### src/rtl/bc_uart_tx_pkg.sv
// Shared definitions for the UART transmitter: FSM encoding, frame constants and
// the pointer helper used by the 16-entry FIFO.
package bc_uart_tx_pkg;

  typedef enum logic [1:0] {
    IDLE  = 2'd0,
    START = 2'd1,
    DATA  = 2'd2,
    STOP  = 2'd3
  } tx_state_e;

  localparam int BITS_PER_FRAME = 10;
  localparam int TICKS_PER_BIT  = 16;

  // Tick count that closes a bit, and the data-bit index that closes the byte.
  localparam logic [3:0] CNT_LAST  = 4'(TICKS_PER_BIT - 1);
  localparam logic [2:0] DATA_LAST = 3'(BITS_PER_FRAME - 3);

  function automatic logic [3:0] ptr_inc(input logic [3:0] p);
    return p + 4'd1;
  endfunction

endpackage

### src/rtl/bc_uart_tx_if.sv
// Host-side write port and status flags of the UART transmitter.
interface bc_uart_tx_if;
  logic       wr;
  logic       clear;
  logic [7:0] di;
  logic       empty;
  logic       full;
  logic       busy;
  logic       over_run;

  modport master (output wr, clear, di, input empty, full, busy, over_run);
  modport slave  (input wr, clear, di, output empty, full, busy, over_run);
endinterface

### src/rtl/bc_fifo16x8.sv
// 16x8 distributed-RAM storage: synchronous write, asynchronous read.
// Pointers and flags are owned by the instantiating block.
module bc_fifo16x8 (
  input  logic       clk,
  input  logic       wr,
  input  logic [3:0] wa,
  input  logic [3:0] ra,
  input  logic [7:0] di,
  output logic [7:0] dout
);

  logic [7:0] mem_q [16];

  // RAM write port; contents are not reset.
  always_ff @(posedge clk) begin
    if (wr) begin
      mem_q[wa] <= di;
    end
  end

  assign dout = mem_q[ra];

endmodule

### src/rtl/bc_uart_tx.sv
// UART transmitter: 8N1 frames, 16 baud16x_ce ticks per bit, fed from a 16-entry
// byte FIFO (15 usable) and streamed back-to-back while data is queued.
module bc_uart_tx
  import bc_uart_tx_pkg::*;
(
  input  logic        clk,
  input  logic        reset_n,
  input  logic        baud16x_ce,
  bc_uart_tx_if.slave host,
  output logic        sout
);

  tx_state_e  state_q, state_d;
  logic [3:0] wa_q, wa_d;
  logic [3:0] ra_q, ra_d;
  logic [3:0] cnt_q, cnt_d;
  logic [2:0] bit_cnt_q, bit_cnt_d;
  logic [7:0] shifter_q, shifter_d;
  logic       sout_q, sout_d;
  logic       over_run_q, over_run_d;
  logic       empty_q, empty_d;
  logic       full_q, full_d;
  logic       busy_q, busy_d;

  logic       full_now_s;
  logic       empty_now_s;
  logic       wr_accept_s;
  logic [7:0] fifo_dout_s;

  // full is judged on the current pointers, so a same-cycle pop never frees a slot.
  assign full_now_s  = (ptr_inc(wa_q) == ra_q);
  assign empty_now_s = (wa_q == ra_q);
  assign wr_accept_s = host.wr & ~full_now_s & ~host.clear;

  bc_fifo16x8 u_fifo (
    .clk  (clk),
    .wr   (wr_accept_s),
    .wa   (wa_q),
    .ra   (ra_q),
    .di   (host.di),
    .dout (fifo_dout_s)
  );

  // Next-state logic for pointers, overrun flag and the serialiser FSM.
  always_comb begin
    state_d    = state_q;
    wa_d       = wa_q;
    ra_d       = ra_q;
    cnt_d      = cnt_q;
    bit_cnt_d  = bit_cnt_q;
    shifter_d  = shifter_q;
    sout_d     = sout_q;
    over_run_d = over_run_q;

    if (host.clear) begin
      state_d    = IDLE;
      wa_d       = 4'd0;
      ra_d       = 4'd0;
      cnt_d      = 4'd0;
      bit_cnt_d  = 3'd0;
      sout_d     = 1'b1;
      over_run_d = 1'b0;
    end else begin
      if (wr_accept_s) begin
        wa_d = ptr_inc(wa_q);
      end else if (host.wr) begin
        over_run_d = 1'b1;
      end else begin
        over_run_d = over_run_q;
      end

      if (baud16x_ce) begin
        case (state_q)
          IDLE: begin
            if (!empty_now_s) begin
              shifter_d = fifo_dout_s;
              ra_d      = ptr_inc(ra_q);
              cnt_d     = 4'd0;
              sout_d    = 1'b0;
              state_d   = START;
            end else begin
              sout_d = 1'b1;
            end
          end
          START: begin
            cnt_d = cnt_q + 4'd1;
            if (cnt_q == CNT_LAST) begin
              sout_d    = shifter_q[0];
              bit_cnt_d = 3'd0;
              state_d   = DATA;
            end else begin
              state_d = START;
            end
          end
          DATA: begin
            cnt_d = cnt_q + 4'd1;
            if (cnt_q == CNT_LAST) begin
              shifter_d = {1'b0, shifter_q[7:1]};
              bit_cnt_d = bit_cnt_q + 3'd1;
              if (bit_cnt_q == DATA_LAST) begin
                sout_d  = 1'b1;
                state_d = STOP;
              end else begin
                sout_d = shifter_q[1];
              end
            end else begin
              state_d = DATA;
            end
          end
          STOP: begin
            cnt_d = cnt_q + 4'd1;
            if (cnt_q == CNT_LAST) begin
              // Chain straight into the next start bit when more data is queued.
              if (!empty_now_s) begin
                shifter_d = fifo_dout_s;
                ra_d      = ptr_inc(ra_q);
                cnt_d     = 4'd0;
                sout_d    = 1'b0;
                state_d   = START;
              end else begin
                sout_d  = 1'b1;
                state_d = IDLE;
              end
            end else begin
              state_d = STOP;
            end
          end
          default: begin
            state_d = IDLE;
            cnt_d   = 4'd0;
            sout_d  = 1'b1;
          end
        endcase
      end else begin
        state_d = state_q;
      end
    end

    empty_d = (wa_d == ra_d);
    full_d  = (ptr_inc(wa_d) == ra_d);
    busy_d  = (state_d != IDLE);
  end

  // State and registered outputs.
  always_ff @(posedge clk or negedge reset_n) begin
    if (!reset_n) begin
      state_q    <= IDLE;
      wa_q       <= 4'd0;
      ra_q       <= 4'd0;
      cnt_q      <= 4'd0;
      bit_cnt_q  <= 3'd0;
      shifter_q  <= 8'd0;
      sout_q     <= 1'b1;
      over_run_q <= 1'b0;
      empty_q    <= 1'b1;
      full_q     <= 1'b0;
      busy_q     <= 1'b0;
    end else begin
      state_q    <= state_d;
      wa_q       <= wa_d;
      ra_q       <= ra_d;
      cnt_q      <= cnt_d;
      bit_cnt_q  <= bit_cnt_d;
      shifter_q  <= shifter_d;
      sout_q     <= sout_d;
      over_run_q <= over_run_d;
      empty_q    <= empty_d;
      full_q     <= full_d;
      busy_q     <= busy_d;
    end
  end

  assign sout          = sout_q;
  assign host.empty    = empty_q;
  assign host.full     = full_q;
  assign host.busy     = busy_q;
  assign host.over_run = over_run_q;

endmodule

### src/flat_wrapper.sv
// flat-port wrapper written by rule: the top's interface ports become plain ports
module bc_uart_tx_flat import bc_uart_tx_pkg::*;
  (clk, reset_n, baud16x_ce, sout, host_wr, host_clear, host_di, host_empty, host_full, host_busy, host_over_run);
  bc_uart_tx_if host_i ();
  input  logic clk;
  input  logic reset_n;
  input  logic baud16x_ce;
  output logic sout;
  input wire logic [$bits(host_i.wr)-1:0] host_wr;
  input wire logic [$bits(host_i.clear)-1:0] host_clear;
  input wire logic [$bits(host_i.di)-1:0] host_di;
  output wire logic [$bits(host_i.empty)-1:0] host_empty;
  output wire logic [$bits(host_i.full)-1:0] host_full;
  output wire logic [$bits(host_i.busy)-1:0] host_busy;
  output wire logic [$bits(host_i.over_run)-1:0] host_over_run;
  assign host_i.wr = host_wr;
  assign host_i.clear = host_clear;
  assign host_i.di = host_di;
  assign host_empty = host_i.empty;
  assign host_full = host_i.full;
  assign host_busy = host_i.busy;
  assign host_over_run = host_i.over_run;
  bc_uart_tx u_core (.clk(clk), .reset_n(reset_n), .baud16x_ce(baud16x_ce), .host(host_i), .sout(sout));
endmodule
### config.mk
export PLATFORM = sky130hd
export DESIGN_NAME = bc_uart_tx_flat
export DESIGN_NICKNAME = d
export VERILOG_FILES = /design/src/rtl/bc_uart_tx_pkg.sv /design/src/rtl/bc_uart_tx_if.sv /design/src/rtl/bc_fifo16x8.sv /design/src/rtl/bc_uart_tx.sv /design/src/flat_wrapper.sv
export SDC_FILE = /design/constraint.sdc
export NUM_CORES = 1
export LEC_CHECK = 0
export ABC_AREA = 0
export BUFFER_PORTS_ARGS = -buffer_cell sky130_fd_sc_hd__buf_2
export CAP_MARGIN = 20
export CORE_ASPECT_RATIO = 1.5
export CORE_MARGIN = 1.5
export CORE_UTILIZATION = 54
export CTS_CLUSTER_DIAMETER = 200
export DETAILED_ROUTE_END_ITERATION = 10
export PLACE_DENSITY = 0.72
export RECOVER_POWER = 25
export SLEW_MARGIN = 20
export SYNTH_ARGS = -nofsm -noshare
export SYNTH_HDL_FRONTEND = slang
export SYNTH_HIERARCHICAL = 1
export SYNTH_SLANG_ARGS = --single-unit
### constraint.sdc
create_clock -name clk -period 3.4 [get_ports clk]
set_input_delay 0.34 -clock clk [delete_from_list [all_inputs] [get_ports clk]]
set_output_delay 0.34 -clock clk [all_outputs]
set_load 0.005 [all_outputs]
# Word level (Yosys, flattened, before mapping)
# Memories as Yosys holds them, arrays and structs flattened.
# Cells that the tools add are included.
word_totals:
  register_bits: 30
  mem_bits_rw: 128
  output_inout_bits: 5
  memories: 1
mem_list:
  columns: ["memory", "words", "word_bits", "read_ports", "rd_ports_with_merged_regs", "wr", "line_no", "text"]
  rows:
  - ["u_core.u_fifo.mem_q", 16, 8, 1, 0, 1, "bc_fifo16x8.sv:12", "logic [7:0] mem_q [16];"]
op_classes:
  addsub: 5
  reduce_logical: 12
  n_bitwise: 4
  muxes: 44
  n_eq_ne: 16
op_table:
  columns: ["cell", "n"]
  rows:
  - ["two-way mux 4 bit", 11]
  - ["two-way mux 8 bit", 3]
  - ["case mux 8 bit (3 select lines)", 1]
  - ["adder 4 x 1 -> 4 bit (second input constant)", 4]
  - ["equality test 4 bit", 4]
  - ["two-way mux 2 bit", 7]
  - ["two-way mux 1 bit", 13]
  - ["two-way mux 3 bit", 4]
  - ["case mux 4 bit (3 select lines)", 1]
  - ["inequality test 3 x 2 -> 1 bit (second input constant)", 3]
  - ["case mux 2 bit (4 select lines)", 1]
  - ["case mux 4 bit (2 select lines)", 1]
  - ["AND reduction 4 bit", 2]
  - ["case mux 3 bit (2 select lines)", 1]
  - ["nonzero test 2 bit", 3]
  - ["nonzero test 3 bit", 2]
  - ["AND reduction 5 bit", 1]
  - ["equality test 2 bit (second input constant)", 2]
  - ["equality test 4 bit (second input constant)", 1]
  - ["inequality test 2 x 1 -> 1 bit (second input constant)", 2]
  - ["case mux 1 bit (4 select lines)", 1]
  - ["AND reduction 2 bit", 2]
  - ["adder 3 x 1 -> 3 bit (second input constant)", 1]
  - ["equality test 3 bit (second input constant)", 1]
  - ["7 further kinds", 9]

# Longest topological paths before layout
logic_depth:
  word_depth: 9
  ltp_mapped: 10
  depth_no_buf: 10

# Cells and area by module
# Netlist, hierarchy kept.
by_module_without_submodules:
  columns: ["module", "seq_area_each_um2", "cells_each", "area_per_inst_um2", "instances"]
  rows:
  - ["bc_fifo16x8", 3843.7, 221, 4987.3, 1]
  - ["bc_uart_tx", 753.2, 203, 1879.3, 1]

# Worst setup path before layout
# Ideal clock, no wire load.
synth_path:
  path_type: "flip-flop to flip-flop"
  from: "reg u_core.wa_q[0]"
  to: "mem u_core.u_fifo.mem_q[0][0], enable pin"
  setup_slack_ps: 478
  path_stages_with_launch: 8
  synth_period_minus_slack_ps: 2922
  t_required_ps: 3017
  t_arrival_ps: 2538
  cell_sequence: "dfrtp_1 ha_1 xnor2_1 nand3_1 o21ai_1 nor2_1 or3b_2 nor3_1"
synth_between:
  elab_chain_cells: 7
synth_lines:
  columns: ["element", "line_no", "text"]
  rows:
  - ["from (decl)", "bc_uart_tx.sv:14", "logic [3:0] wa_q, wa_d;"]
  - ["from (signal assigned)", "bc_uart_tx.sv:160", "wa_q <= wa_d;"]
  - ["adder 4 x 1 -> 4 bit", "bc_uart_tx_pkg.sv:20", "return p + 4'd1;"]
  - ["equality test 4 bit", "bc_uart_tx.sv:31", "assign full_now_s = (ptr_inc(wa_q) == ra_q);"]
  - ["NOT 1 bit", "bc_uart_tx.sv:33", "assign wr_accept_s = host.wr & ~full_now_s & ~host.clear;"]
  - ["bitwise AND 1 bit (2 in series)", "bc_uart_tx.sv:33", null]
  - ["named net u_core.wr_accept_s", "bc_uart_tx.sv:27", "logic wr_accept_s;"]
  - ["two-way mux 1 bit", "bc_fifo16x8.sv:16", "if (wr) begin"]
  - ["two-way mux 1 bit (not written as such)", "bc_fifo16x8.sv:17", "mem_q[wa] <= di;"]
  - ["to (decl)", "bc_fifo16x8.sv:12", null]
# The timed path passes the listed nets, and every way through them passes these cells.

# Final worst setup path
layout_path:
  from: "reg u_core.wa_q[0]"
  to: "reg u_core.full_q (netlist: u_core/host.full)"
layout_between:
  elab_chain_cells: 9
layout_lines:
  columns: ["element", "line_no", "text"]
  rows:
  - ["adder 4 x 1 -> 4 bit *", "bc_uart_tx_pkg.sv:20", null]
  - ["equality test 4 bit", "bc_uart_tx.sv:31", null]
  - ["NOT 1 bit", "bc_uart_tx.sv:33", null]
  - ["bitwise AND 1 bit (2 in series)", "bc_uart_tx.sv:33", null]
  - ["two-way mux 4 bit *", "bc_uart_tx.sv:64", "if (wr_accept_s) begin"]
  - ["two-way mux 4 bit *", "bc_uart_tx.sv:55", "if (host.clear) begin"]
  - ["named net u_core.wa_d[1]", "bc_uart_tx.sv:14", null]
  - ["adder 4 x 1 -> 4 bit *", "bc_uart_tx_pkg.sv:20", null]
  - ["equality test 4 bit *", "bc_uart_tx.sv:140", "full_d = (ptr_inc(wa_d) == ra_d);"]
  - ["named net u_core.full_d", "bc_uart_tx.sv:22", "logic full_q, full_d;"]
  - ["to (signal assigned)", "bc_uart_tx.sv:168", "full_q <= full_d;"]
  - ["to (decl)", "bc_uart_tx.sv:22", null]
# The timed path passes the listed nets; every way through them passes the cells marked *.
# A chain may end at the register's enable or synchronous reset.

==> summary.md <==
| Metric | Value |
|---|---|
| Yosys warns | `6` |
| DR iter-0 viols | `388` |
| Pwr Density | `686 nW/µm²` |
| I/O pins | `18` |
| Worst VDD drop | `around 460 µV` |
| Synth area leader | `edfxtp_1` |
| Final ANT Viol Nets | `0` |
| DP Wirelength | `8960 µm` |
| Share of post-route cells with drive strength above 1 | `0.185` |
| Antenna fix cells | `0` |
| Final slew viol count | `0` |
| CP Launch Type | `flop` |
| WP data required | `3.75 ns` |
| Total grt overflow | `0` |
| Die Y | `141 µm` |
| Fin worst setup slack | `between 0.3 and 0.4 ns` |
| Total Power | `0.00532 W` |
| WL per Instance | `21.8 µm` |
| CTS tree | `built` |
| DRC errors left | `0` |
| Area occupied by multi-input gates | `2140 µm²` |
| Crit Path Max Fanout | `5` |
| Vias per cell | `6.21` |
| Leakage | `2.72 nW` |
| Synth area leaders | `edfxtp_1 (56%), dfrtp_1 (10%), mux4_2 (5.9%), mux4_1 (5.4%), ha_1 (2.0%)` |
| RSZ-0062 raised after global routing | `no` |
| Clock transition at path regs | `0.07 ns` |
| Vias in the first global route | `4058` |
| Resize count post-CTS | `0` |
| GRT Util Overall | `0.229` |
| Skew final | `around 0.015 ns` |
| Core ar. | `between 10000 and 15000 µm²` |
| Max_slew headroom | `0.463` |
| FILL cells | `859` |
| Netlist cell types | `57` |
| Cell Area, Synth | `about 6900 µm²` |
| Top achievable clock speed | `333 MHz` |
| Vias after detailed routing | `3918` |
| Clock sinks | `158` |
| Setup CP Type | `reg2reg` |
| Hold Fails Final Rpt | `0` |
| Post-Route WL | `13700 µm` |
| Setup Fix Bufs, Post-CTS | `0` |
| Post-synth EDFFs | `around 130` |
| Iteration count of the initial detailed-routing pass | `5` |
| IO Port Bufs | `17` |
| Synth Flop Type | `edfxtp_1` |
| Initial antenna violation count | `0` |
| CTS H-tree lvls | `4` |
| Syn Nets | `between 400 and 500` |
| FF/Latch Area | `4600 µm²` |
| Worst path arrival time | `3.36 ns` |
| Max-cap violations | `0` |
| Final worst path period share | `0.884` |
| Full die area | `approximately 13000 µm²` |
| Syn_area_per_cell | `16.2 µm²` |
| Crit end category | `flop` |
| Least-Margin Pin Slew | `roughly 0.80 ns` |
| Final hold slack | `0.286 ns` |
| First-pass GRT wire length | `between 20000 and 25000 µm` |
| #FFs+latches synth | `158` |
| Post-synthesis sequential area ratio | `0.669` |
| Status | `finished clean` |
| Num rows | `50` |
| Setup TNS | `0 ns` |
| Setup WS pre-CTS | `0.465 ns` |
| Synth top area share | `0.560` |
| Clock root cell | `clkbuf_16` |
| Largest net degree at the start of global routing | `38` |
| CTS Buf Count | `17` |
| Worst min-delay path class | `in2reg` |
| Setup-failing EPs final | `0` |
| GPL Wtd Cong | `0.831` |
| Clk_lat worst skew | `0.43 ns` |
| Crit path time final | `3.00 ns` |
| Nets | `486` |
| Hold Buf Count CTS | `1` |
| FFs w/ async S/R, synth | `0.190` |
| Initial Util | `0.552` |
| Clk buf depth | `2` |
| Cells after synthesis | `424` |
| Die Wd | `95.1 µm` |
| Area added between synthesis and finish | `12.9%` |
cell type report:
cell class | instances | area share
Inverter | 3 | 0.00145
Tap cell | 156 | 0.0252
Clock inverter | 15 | 0.0197
Multi-Input combinational cell | 246 | 0.277
Sequential cell | 158 | 0.593
Timing Repair Buffer | 36 | 0.0287
Clock buffer | 17 | 0.0549
where the power goes:
group	leakage (nW)	switching [W]	internal [W]	total (W)
Sequential	1.55	0.0000627	0.00223	0.00230
Combinational	0.891	0.000678	0.000503	0.00118
Clock	0.284	0.000807	0.00103	0.00184
per-stage QoR:
stage | utilization | std cells | instance area [µm²]
floorplan | - | 424 | 6870
global placement | 0.576 | 598 | 7170
detailed placement | 0.576 | 598 | 7170
CTS | 0.623 | 631 | 7760
global route | 0.623 | 631 | 7750
finish | 0.623 | 631 | 7750
worst max-delay path, cell delays in order (launching register included):
cell and delay, ns:
dfrtp_1 0.39, ha_1 0.35, xnor2_1 0.21, nand3_1 0.15
o21ai_1 0.43, mux2i_1 0.33, nor2_1 0.10, ha_1 0.31
xor2_1 0.16, or3_1 0.33, nor3_2 0.17
placed cells by master (no fill, tap or decap), types with 3 or more instances in the layout:
cell type,Yosys,routed
buf_2,4,11
clkinv_4,0,3
nand2b_1,8,8
a22oi_1,17,17
nor3_1,7,7
xnor2_1,5,5
clkbuf_16,0,17
nand4_1,3,3
clkbuf_1,5,6
nor2_1,35,35
xor2_1,8,8
a21oi_1,6,6
inv_8,0,4
mux4_2,18,18
nand2_1,29,29
mux4_1,14,14
ha_1,11,11
inv_6,0,4
edfxtp_1,128,128
buf_4,1,18
mux2i_1,8,8
dfrtp_1,28,27
inv_1,3,3
o21ai_0,20,20
nor2b_1,8,8
nand3_1,8,8
kinds of logic (layout without fill, tap and decap cells):
group,Yosys count,in the layout,share of synthesized area
and+or+nand+nor,117,117,0.0844
buffers and inverters,20,71,0.0182
muxes,40,40,0.124
DFF,158,158,0.669
xor gates and xnor gates,15,15,0.0222
adders and majority gates,11,11,0.0200
AOI/OAI and AO/OA,63,63,0.0614
state kept, by name, indices dropped and copies added (netlist names):
name and flops:
u_core/u_fifo/mem_q 128, u_core/shifter_q 8, u_core/cnt_q 4, u_core/ra_q 4, u_core/wa_q 4, u_core/bit_cnt_q 3, u_core/state_q 2, u_core/host.busy 1
u_core/host.empty 1, u_core/host.full 1, u_core/host.over_run 1, u_core/sout 1
synthesized netlist by cell type, drive strengths merged (2+ instances only):
library cell   number
edfxtp            128
nor2               35
mux4               32
nand2              29
dfrtp              28
o21ai              21
a22oi              17
ha                 11
buf                 9
xor2                9
mux2i               8
nand2b              8
nand3               8
nor2b               8
nor3                8
a21oi               6
clkbuf              5
xnor2               5
clkdlybuf4s25       3
inv                 3
nand4               3
or3b                3
a211o               2
a311oi              2
a31oi               2
and3                2
dfstp               2
nand3b              2
nor3b               2
or2                 2
or3                 2
or4                 2
worst paths after layout:
kind | start | cells past startpoint | slack (ns) | end
max | u_core/wa_q[0]$_DFF_PN0_ | 10 | 0.40 | u_core/host.full$_DFF_PN0_
min | host_wr | 3 | 0.29 | u_core/host.over_run$_DFFE_PN0P_
max reg2reg | u_core/wa_q[0]$_DFF_PN0_ | 10 | 0.40 | u_core/host.full$_DFF_PN0_
min reg2reg | u_core/bit_cnt_q[1]$_DFFE_PN0P_ | 2 | 0.49 | u_core/bit_cnt_q[1]$_DFFE_PN0P_
max in group asynchronous | reset_n | 2 | 2.42 | u_core/ra_q[0]$_DFF_PN0_
min in group asynchronous | reset_n | 2 | 0.49 | u_core/ra_q[1]$_DFF_PN0_
metal layers:
metal,track usage,share of wire,vias to the layer above
li1,-,-,1752
met1,0.265,0.38,2000
met2,0.385,0.53,131
met3,0.0491,0.047,35
met4,0.131,0.045,0
met5,0,0,-
(Power assumes the default switching activity.)
